<file path="src/rtl/fifo_sync_mc.sv">
// fifo_sync_mc: single-clock FIFO, FWFT or registered read,
// programmable watermarks, flush and overflow/underflow reporting.
//
// Ports:
//   clk, rst (sync, active-high), flush (sync clear)
//   din/wr_en            write side
//   rd_en                read request / FWFT pop
//   prog_full_thr        progfull when count >= thr
//   prog_empty_thr       progempty when count <= thr
//   dout/dout_valid      read data
//   empty/alempty/progempty, full/alfull/progfull
//   rd_count (count), wr_space (DEPTH - count)
//   overflow/underflow   1-cycle error pulses
//   err_sticky           held until rst or flush
module fifo_sync_mc #(
  parameter int DW   = 8,
  parameter int AW   = 8,
  parameter bit FWFT = 1'b1
) (
  input  logic          clk,
  input  logic          rst,
  input  logic          flush,
  input  logic [DW-1:0] din,
  input  logic          wr_en,
  input  logic          rd_en,
  input  logic [AW:0]   prog_full_thr,
  input  logic [AW:0]   prog_empty_thr,
  output logic [DW-1:0] dout,
  output logic          dout_valid,
  output logic          empty,
  output logic          alempty,
  output logic          progempty,
  output logic          full,
  output logic          alfull,
  output logic          progfull,
  output logic [AW:0]   rd_count,
  output logic [AW:0]   wr_space,
  output logic          overflow,
  output logic          underflow,
  output logic          err_sticky
);

  localparam int DEPTH = 1 << AW;
  localparam logic [AW:0] ONE = {{AW{1'b0}}, 1'b1};
  localparam logic [AW:0] DEPTH_V = {1'b1, {AW{1'b0}}};

  logic [DW-1:0] mem [DEPTH];
  logic [AW:0]   wr_p;
  logic [AW:0]   rd_p;
  logic [AW:0]   count;
  logic          clr;
  logic          wr_acc;
  logic          rd_acc;
  logic          ovf_n;
  logic          unf_n;
  logic [DW-1:0] rd_word;

  // Extra pointer bit separates full from empty.
  assign count     = wr_p - rd_p;
  assign rd_count  = count;
  assign wr_space  = DEPTH_V - count;
  assign empty     = (count == '0);
  assign alempty   = (count <= ONE);
  assign full      = (count == DEPTH_V);
  assign alfull    = (count >= (DEPTH_V - ONE));
  assign progfull  = (count >= prog_full_thr);
  assign progempty = (count <= prog_empty_thr);

  assign clr     = rst | flush;
  assign wr_acc  = wr_en & ~full & ~clr;
  assign rd_acc  = rd_en & ~empty & ~clr;
  assign ovf_n   = wr_en & full;
  assign unf_n   = rd_en & empty;
  assign rd_word = mem[rd_p[AW-1:0]];

  always_ff @(posedge clk) begin
    if (wr_acc) begin
      mem[wr_p[AW-1:0]] <= din;
    end
  end

  always_ff @(posedge clk) begin
    if (clr) begin
      wr_p       <= '0;
      rd_p       <= '0;
      overflow   <= 1'b0;
      underflow  <= 1'b0;
      err_sticky <= 1'b0;
    end else begin
      if (wr_acc) wr_p <= wr_p + ONE;
      if (rd_acc) rd_p <= rd_p + ONE;
      overflow   <= ovf_n;
      underflow  <= unf_n;
      err_sticky <= err_sticky | ovf_n | unf_n;
    end
  end

  generate
    if (FWFT) begin : g_fwft
      assign dout       = empty ? '0 : rd_word;
      assign dout_valid = ~empty;
    end else begin : g_std
      logic [DW-1:0] dout_q;
      logic          dv_q;

      always_ff @(posedge clk) begin
        if (clr) begin
          dout_q <= '0;
          dv_q   <= 1'b0;
        end else begin
          dv_q <= rd_acc;
          if (rd_acc) dout_q <= rd_word;
        end
      end

      assign dout       = dout_q;
      assign dout_valid = dv_q;
    end
  endgenerate

endmodule

</file>
<file path="config.mk">
export PLATFORM = sky130hd
export DESIGN_NAME = fifo_sync_mc
export DESIGN_NICKNAME = d
export VERILOG_FILES = /design/src/rtl/fifo_sync_mc.sv
export SDC_FILE = /design/constraint.sdc
export NUM_CORES = 2
export LEC_CHECK = 0
export BUFFER_PORTS_ARGS = -buffer_cell sky130_fd_sc_hd__buf_2
export CAP_MARGIN = 20
export CORE_ASPECT_RATIO = 1.25
export CORE_MARGIN = 4
export CORE_UTILIZATION = 64
export CTS_CLUSTER_SIZE = 28
export DETAILED_ROUTE_END_ITERATION = 6
export PLACE_DENSITY = 0.76
export REMOVE_ABC_BUFFERS = 1
export SETUP_SLACK_MARGIN = 0.05
export SLEW_MARGIN = 30
export SYNTH_ARGS = -nofsm -noshare
export SYNTH_HDL_FRONTEND = slang
export SYNTH_SLANG_ARGS = --single-unit
</file>
<file path="constraint.sdc">
create_clock -name clk -period 9.75 [get_ports clk]
set_clock_uncertainty 0.05 [all_clocks]
set_input_delay 2.4375 -clock clk [delete_from_list [all_inputs] [get_ports clk]]
set_output_delay 2.4375 -clock clk [all_outputs]
set_load 0.01 [all_outputs]
</file>
# Word-level counts from Yosys, hierarchy flattened

Memory sizes are Yosys's and may differ from the RTL's. A register that Yosys moved wholly into a read port is not among the register bits.
Cells that the tools add are included.

Muxes and demuxes: 5
Add/sub/neg operators: 4
Shifts and indexed selects: 0
$mul: 0
Div/mod/pow operators: 0
Order comparisons: 4
Reduce and logical (&&, ||, !) cells: 1
Equal/unequal tests: 1
Bitwise gates (word level): 12

Operator list:

| cell                                                               | number |
|---|---|
| 2-to-1 mux 8 bit                                                   | 3 |
| adder 9 x 1 -> 9 bit (second input constant)                       | 2 |
| equality test 9 bit (second input constant)                        | 1 |
| greater-or-equal comparator 9 x 8 -> 1 bit (second input constant) | 1 |
| greater-or-equal comparator 9 bit                                  | 1 |
| less-or-equal comparator 9 x 1 -> 1 bit (second input constant)    | 1 |
| less-or-equal comparator 9 bit                                     | 1 |
| zero test 9 bit                                                    | 1 |
| subtractor 9 bit                                                   | 1 |
| subtractor 9 bit (first input constant)                            | 1 |
| AND 1 bit                                                          | 6 |
| NOT 1 bit                                                          | 3 |
| OR 1 bit                                                           | 3 |
| 2-to-1 mux 1 bit                                                   | 2 |

Register bits: 21
RAM bits: 2,048
Bits in latches: 0
Word-level logic and storage cells: 33
Output and inout bits: 36
Bits in read-only memories: 0
Memories kept: 1
Input port bits: 31

Memory list:

| memory | words | bits a word | read ports | clocked after Yosys merged registers in | wr ports | RTL line | RTL |
|---|---|---|---|---|---|---|---|
| mem    | 256   | 8           | 1          | 1                                       | 1        | 47       | `logic [DW-1:0] mem [DEPTH];` |

# Logic depth before layout (Yosys ltp)

Depth after elaboration: 7
Depth in mapped cells: 17
Depth with buffers taken out: 17

# Worst setup path before layout

OpenSTA, ideal clock, no wires.

Path type: input -> output
Start: input prog_full_thr[0]
End: output progfull
Stages on the path: 8
Slack: 2.962 ns
Data required time: 7.263 ns
Arrival time: 4.301 ns
Buffers on the path: 0
Path through: ha_1 > nand2b_1 > a21o_1 > a21oi_1 > o21ai_0 > maj3_1 > maj3_1 > maj3_1

Cells in the longest elaborated chain, start to end: 1

RTL lines:

| item                              | RTL line | RTL |
|---|---|---|
| start, declared                   | 26       | `input logic [AW:0] prog_full_thr,` |
| greater-or-equal comparator 9 bit | 66       | `assign progfull = (count >= prog_full_thr);` |
| end, declared                     | 35       | `output logic progfull,` |

No other way between the ends.

# Worst setup path after layout

Start: register wr_p[2]
End: output dout[4]

Cells in the longest elaborated chain, start to end: 3

RTL lines:

| item                   | RTL line | RTL |
|---|---|---|
| start, declared        | 48       | `logic [AW:0] wr_p;` |
| start signal, assigned | 90       | `if (wr_acc) wr_p <= wr_p + ONE;` |
| subtractor 9 bit       | 59       | `assign count = wr_p - rd_p;` |
| zero test 9 bit        | 62       | `assign empty = (count == '0);` |
| 2-to-1 mux 8 bit       | 100      | `assign dout = empty ? '0 : rd_word;` |
| end, declared          | 28       | `output logic [DW-1:0] dout,` |

No other way between the ends.

==> flow_summary_export.csv <==
group,metric,value,unit
setup_path,cp-startpoint,"wr_p[2]",
synthesis,ys_ff_latch,2077,
synthesis,yosys-top-cells-area,"edfxtp_1 75%, mux4_2 11%, mux2i_1 3.4%",
sta,rsz0062_at_grt,"no",
synthesis,ys_warn_count,0,
routing,remaining_drc_errors,1,
sta,whs,0.4508,ns
synthesis,synth_edf_count,2048,
sta,tightest_slew,1.144,ns
routing,vias,42660,
power,ir_drop,222.9,uV
die,row_count,146,
flow_run,cap_violations,0,
routing,drt_wl_total,208.1,mm
setup_path,path_max_fanout,15,
cts,clkSinkCount,2077,
cts,cts_tree,"yes",
cts,numCtsBuffers,179,
placed_design,gp_congestion,0.8567,
placed_design,placed_area,84220,um^2
setup_path,cp-end-kind,"output port",
run_status,status,"finished with violations",
finish,multi_input_area,18630,um^2
sta,fin_crit_sh,84.23,%
min_path,hold_depth,2,
grt,grt_pass1_wl,301.9,mm
die,core_area,127100,um^2
power,p_total,18.59,mW
grt,grt_usage,31.51,%
die,io_pins,67,
finish,final_area,90180,um^2
finish,area_growth_syn_to_layout,9.624,%
sta,setup-tns-final,0,ns
cts,clkTransAtPathRegs,0.07,ns
routing,drt_iter0_drc,6452,
sta,slew_viol_final,0,
finish,fillers,7490,
cts,holdBufCountCts,0,
grt,grt_pass1_vias,42810,
cts,cts_resized,0,
grt,antenna_found_initial,5,
routing,wl_per_cell,34.31,um
placed_design,dpl.hpwl,121.0,mm
placed_design,post-place-ws,2.524,ns
sta,worst_slack,1.538,ns
cts,clk_latency,0.81,ns
grt,grt_overflow,0,
grt,grt_max_degree,137,
routing,first_pass_iters,7,
setup_path,cp.required,7.26,ns
sta,slew_headroom,23.43,%
cts,post_cts_buffers,0,
synthesis,syn_inst,4137,
setup_path,r2r_start,"wr_p[0]",
die,start_util,64.70,%
synthesis,synth_cell_types,72,
synthesis,synth_top_flop_cell,"edfxtp_1",
routing,avgViaCountPerCell,7.033,
synthesis,async_reset_ff_share,0,%
synthesis,ys_seq_area_share,75.47,%
min_path,min_path_type,"flop to flop",
finish,fin_nets,4284,
finish,drive_above_1_share,20.06,%
power,p_per_area,206.1,nW/um^2
min_path,hold_start,"err_sticky",
sta,period_minus_slack,8.212,ns
finish,ff_latch_area,62100,um^2
setup_path,path_class,"flop to output port",
setup_path,r2r_cells,16,
synthesis,synth_top_area_share,74.76,%
power,leakage,27.10,nW
setup_path,crit_arrival,5.72,ns
setup_path,worst_setup_path_start_kind,"flop",
sta,final_hold_viol_count,0,
run_status,violations,"DRC",
synthesis,synth_area,82260,um^2
synthesis,syn_avg_cell_area,19.88,um^2
sta,max_freq,121.8,MHz
die,dieHeight,408.8,um
cts,htree_num_levels,4,
placed_design,port_buffers,66,
die,die_x,328.7,um
sta,setup_viol,0,
routing,ant_nets,0,
cts,cts.path.max_buffers,3,
synthesis,yosysTopAreaCell,"edfxtp_1",
cts,cts_root_buf,"clkbuf_16",
die,die_area,134400,um^2
## kinds of logic (layout without fill, tap and decap cells)
family / count (synthesis) / count (layout) / share of synthesized area, %
and+or+nand+nor: 580 / 580 / 3.085
xor gates and xnor gates: 29 / 29 / 0.3088
buffers and inverters: 287 / 513 / 1.987
muxes: 702 / 702 / 14.89
other: 0 / 1 / 0
adders and majority gates: 34 / 34 / 0.5172
DFF: 2077 / 2077 / 75.47
AOI/OAI and AO/OA: 428 / 428 / 3.749
## worst paths after layout
check	endpoint	slack, ns
max reg2reg	mem[242][5]	4.15
min	err_sticky	0.45
min reg2reg	err_sticky	0.45
max	dout[4]	1.54
## metrics by stage
stage | utilization (%) | cells
5_1_grt | 70.92 | 6065
2_1_floorplan | - | 3887
4_1_cts | 70.86 | 6064
3_5_place_dp | 66.24 | 5742
3_3_place_gp | 66.21 | 5741
6_report | 70.92 | 6066
## synth_stat cells (9+ instances only)
master and number:
buf_6 37, o211ai_1 11, nand2b_1 23, buf_4 30, mux2_2 10, nand2_1 77, a221o_1 24, o21ai_0 69
nand4_1 14, clkbuf_1 126, mux2i_1 276, a221oi_1 106, xor2_1 13, mux4_2 416, o22ai_1 14, edfxtp_1 2048
a21oi_1 73, a22oi_1 45, nor2_1 332, buf_1 12, ha_1 30, nor2b_1 17, o31ai_1 19, dfxtp_1 29
nor4_1 9, xnor2_1 16, buf_2 35, inv_1 33, nand3_1 47, nor3_1 25
## cell usage in the layout, fill, tap and decap left out, drive strengths merged, types with 11 or more instances in the layout
master,count
a221oi,106
a221o,24
mux2i,276
dfxtp,29
nor2,332
o22ai,14
nand3,47
o31ai,19
clkinvlp,13
nand2b,23
a22oi,45
inv,41
ha,30
nor3,25
a21oi,73
xnor2,16
xor2,13
nand4,14
o21ai,69
bufinv,21
clkbuf,221
nand2,77
mux4,416
nor2b,17
edfxtp,2048
o211ai,11
clkinv,71
buf,146
## layout make-up
type	instances	area share [%]
multi-input combinational	1773	20.66
antenna	1	0.002775
clock inverter	109	1.263
timing repair buffer	154	1.442
clock buffer	213	5.250
tap	1702	2.362
inverter	37	0.1596
sequential	2077	68.86
## state kept, by name, indices dropped and copies added (netlist names), named ones only
name	flops
rd_p	9
wr_p	9
overflow	1
mem	2048
err_sticky	1
underflow	1
## power breakdown
part / internal [mW] / switching [mW] / total, mW
clock: 4.03 / 3.16 / 7.18
sequential: 9.80 / 0.0230 / 9.83
combinational: 0.674 / 0.903 / 1.58
total: 14.5 / 4.08 / 18.6
## layer usage
metal | track usage [%] | routed length (um) | up-vias
met5 | 0 | 9 | -
met4 | 14.25 | 11260 | 2
met3 | 7.857 | 24840 | 533
met2 | 48.77 | 99520 | 2913
met1 | 43.29 | 72490 | 22010
li1 | - | - | 17210
## critical path: stages, from the launching register on
cell     delay [ns]
dfxtp_1        0.62
ha_1           0.35
o21a_1         0.16
o211a_1        0.24
o31ai_1        0.29
xor2_1         0.33
inv_1          0.16
nor4_1         0.33
nor2b_1        0.23
ha_1           0.67
nor2b_1        0.28
and2_1         0.26
o21ai_0        0.08
a21oi_1        0.07
or4_1          0.61
buf_2          0.22
No activity file was read; power rests on OpenSTA's default activity.
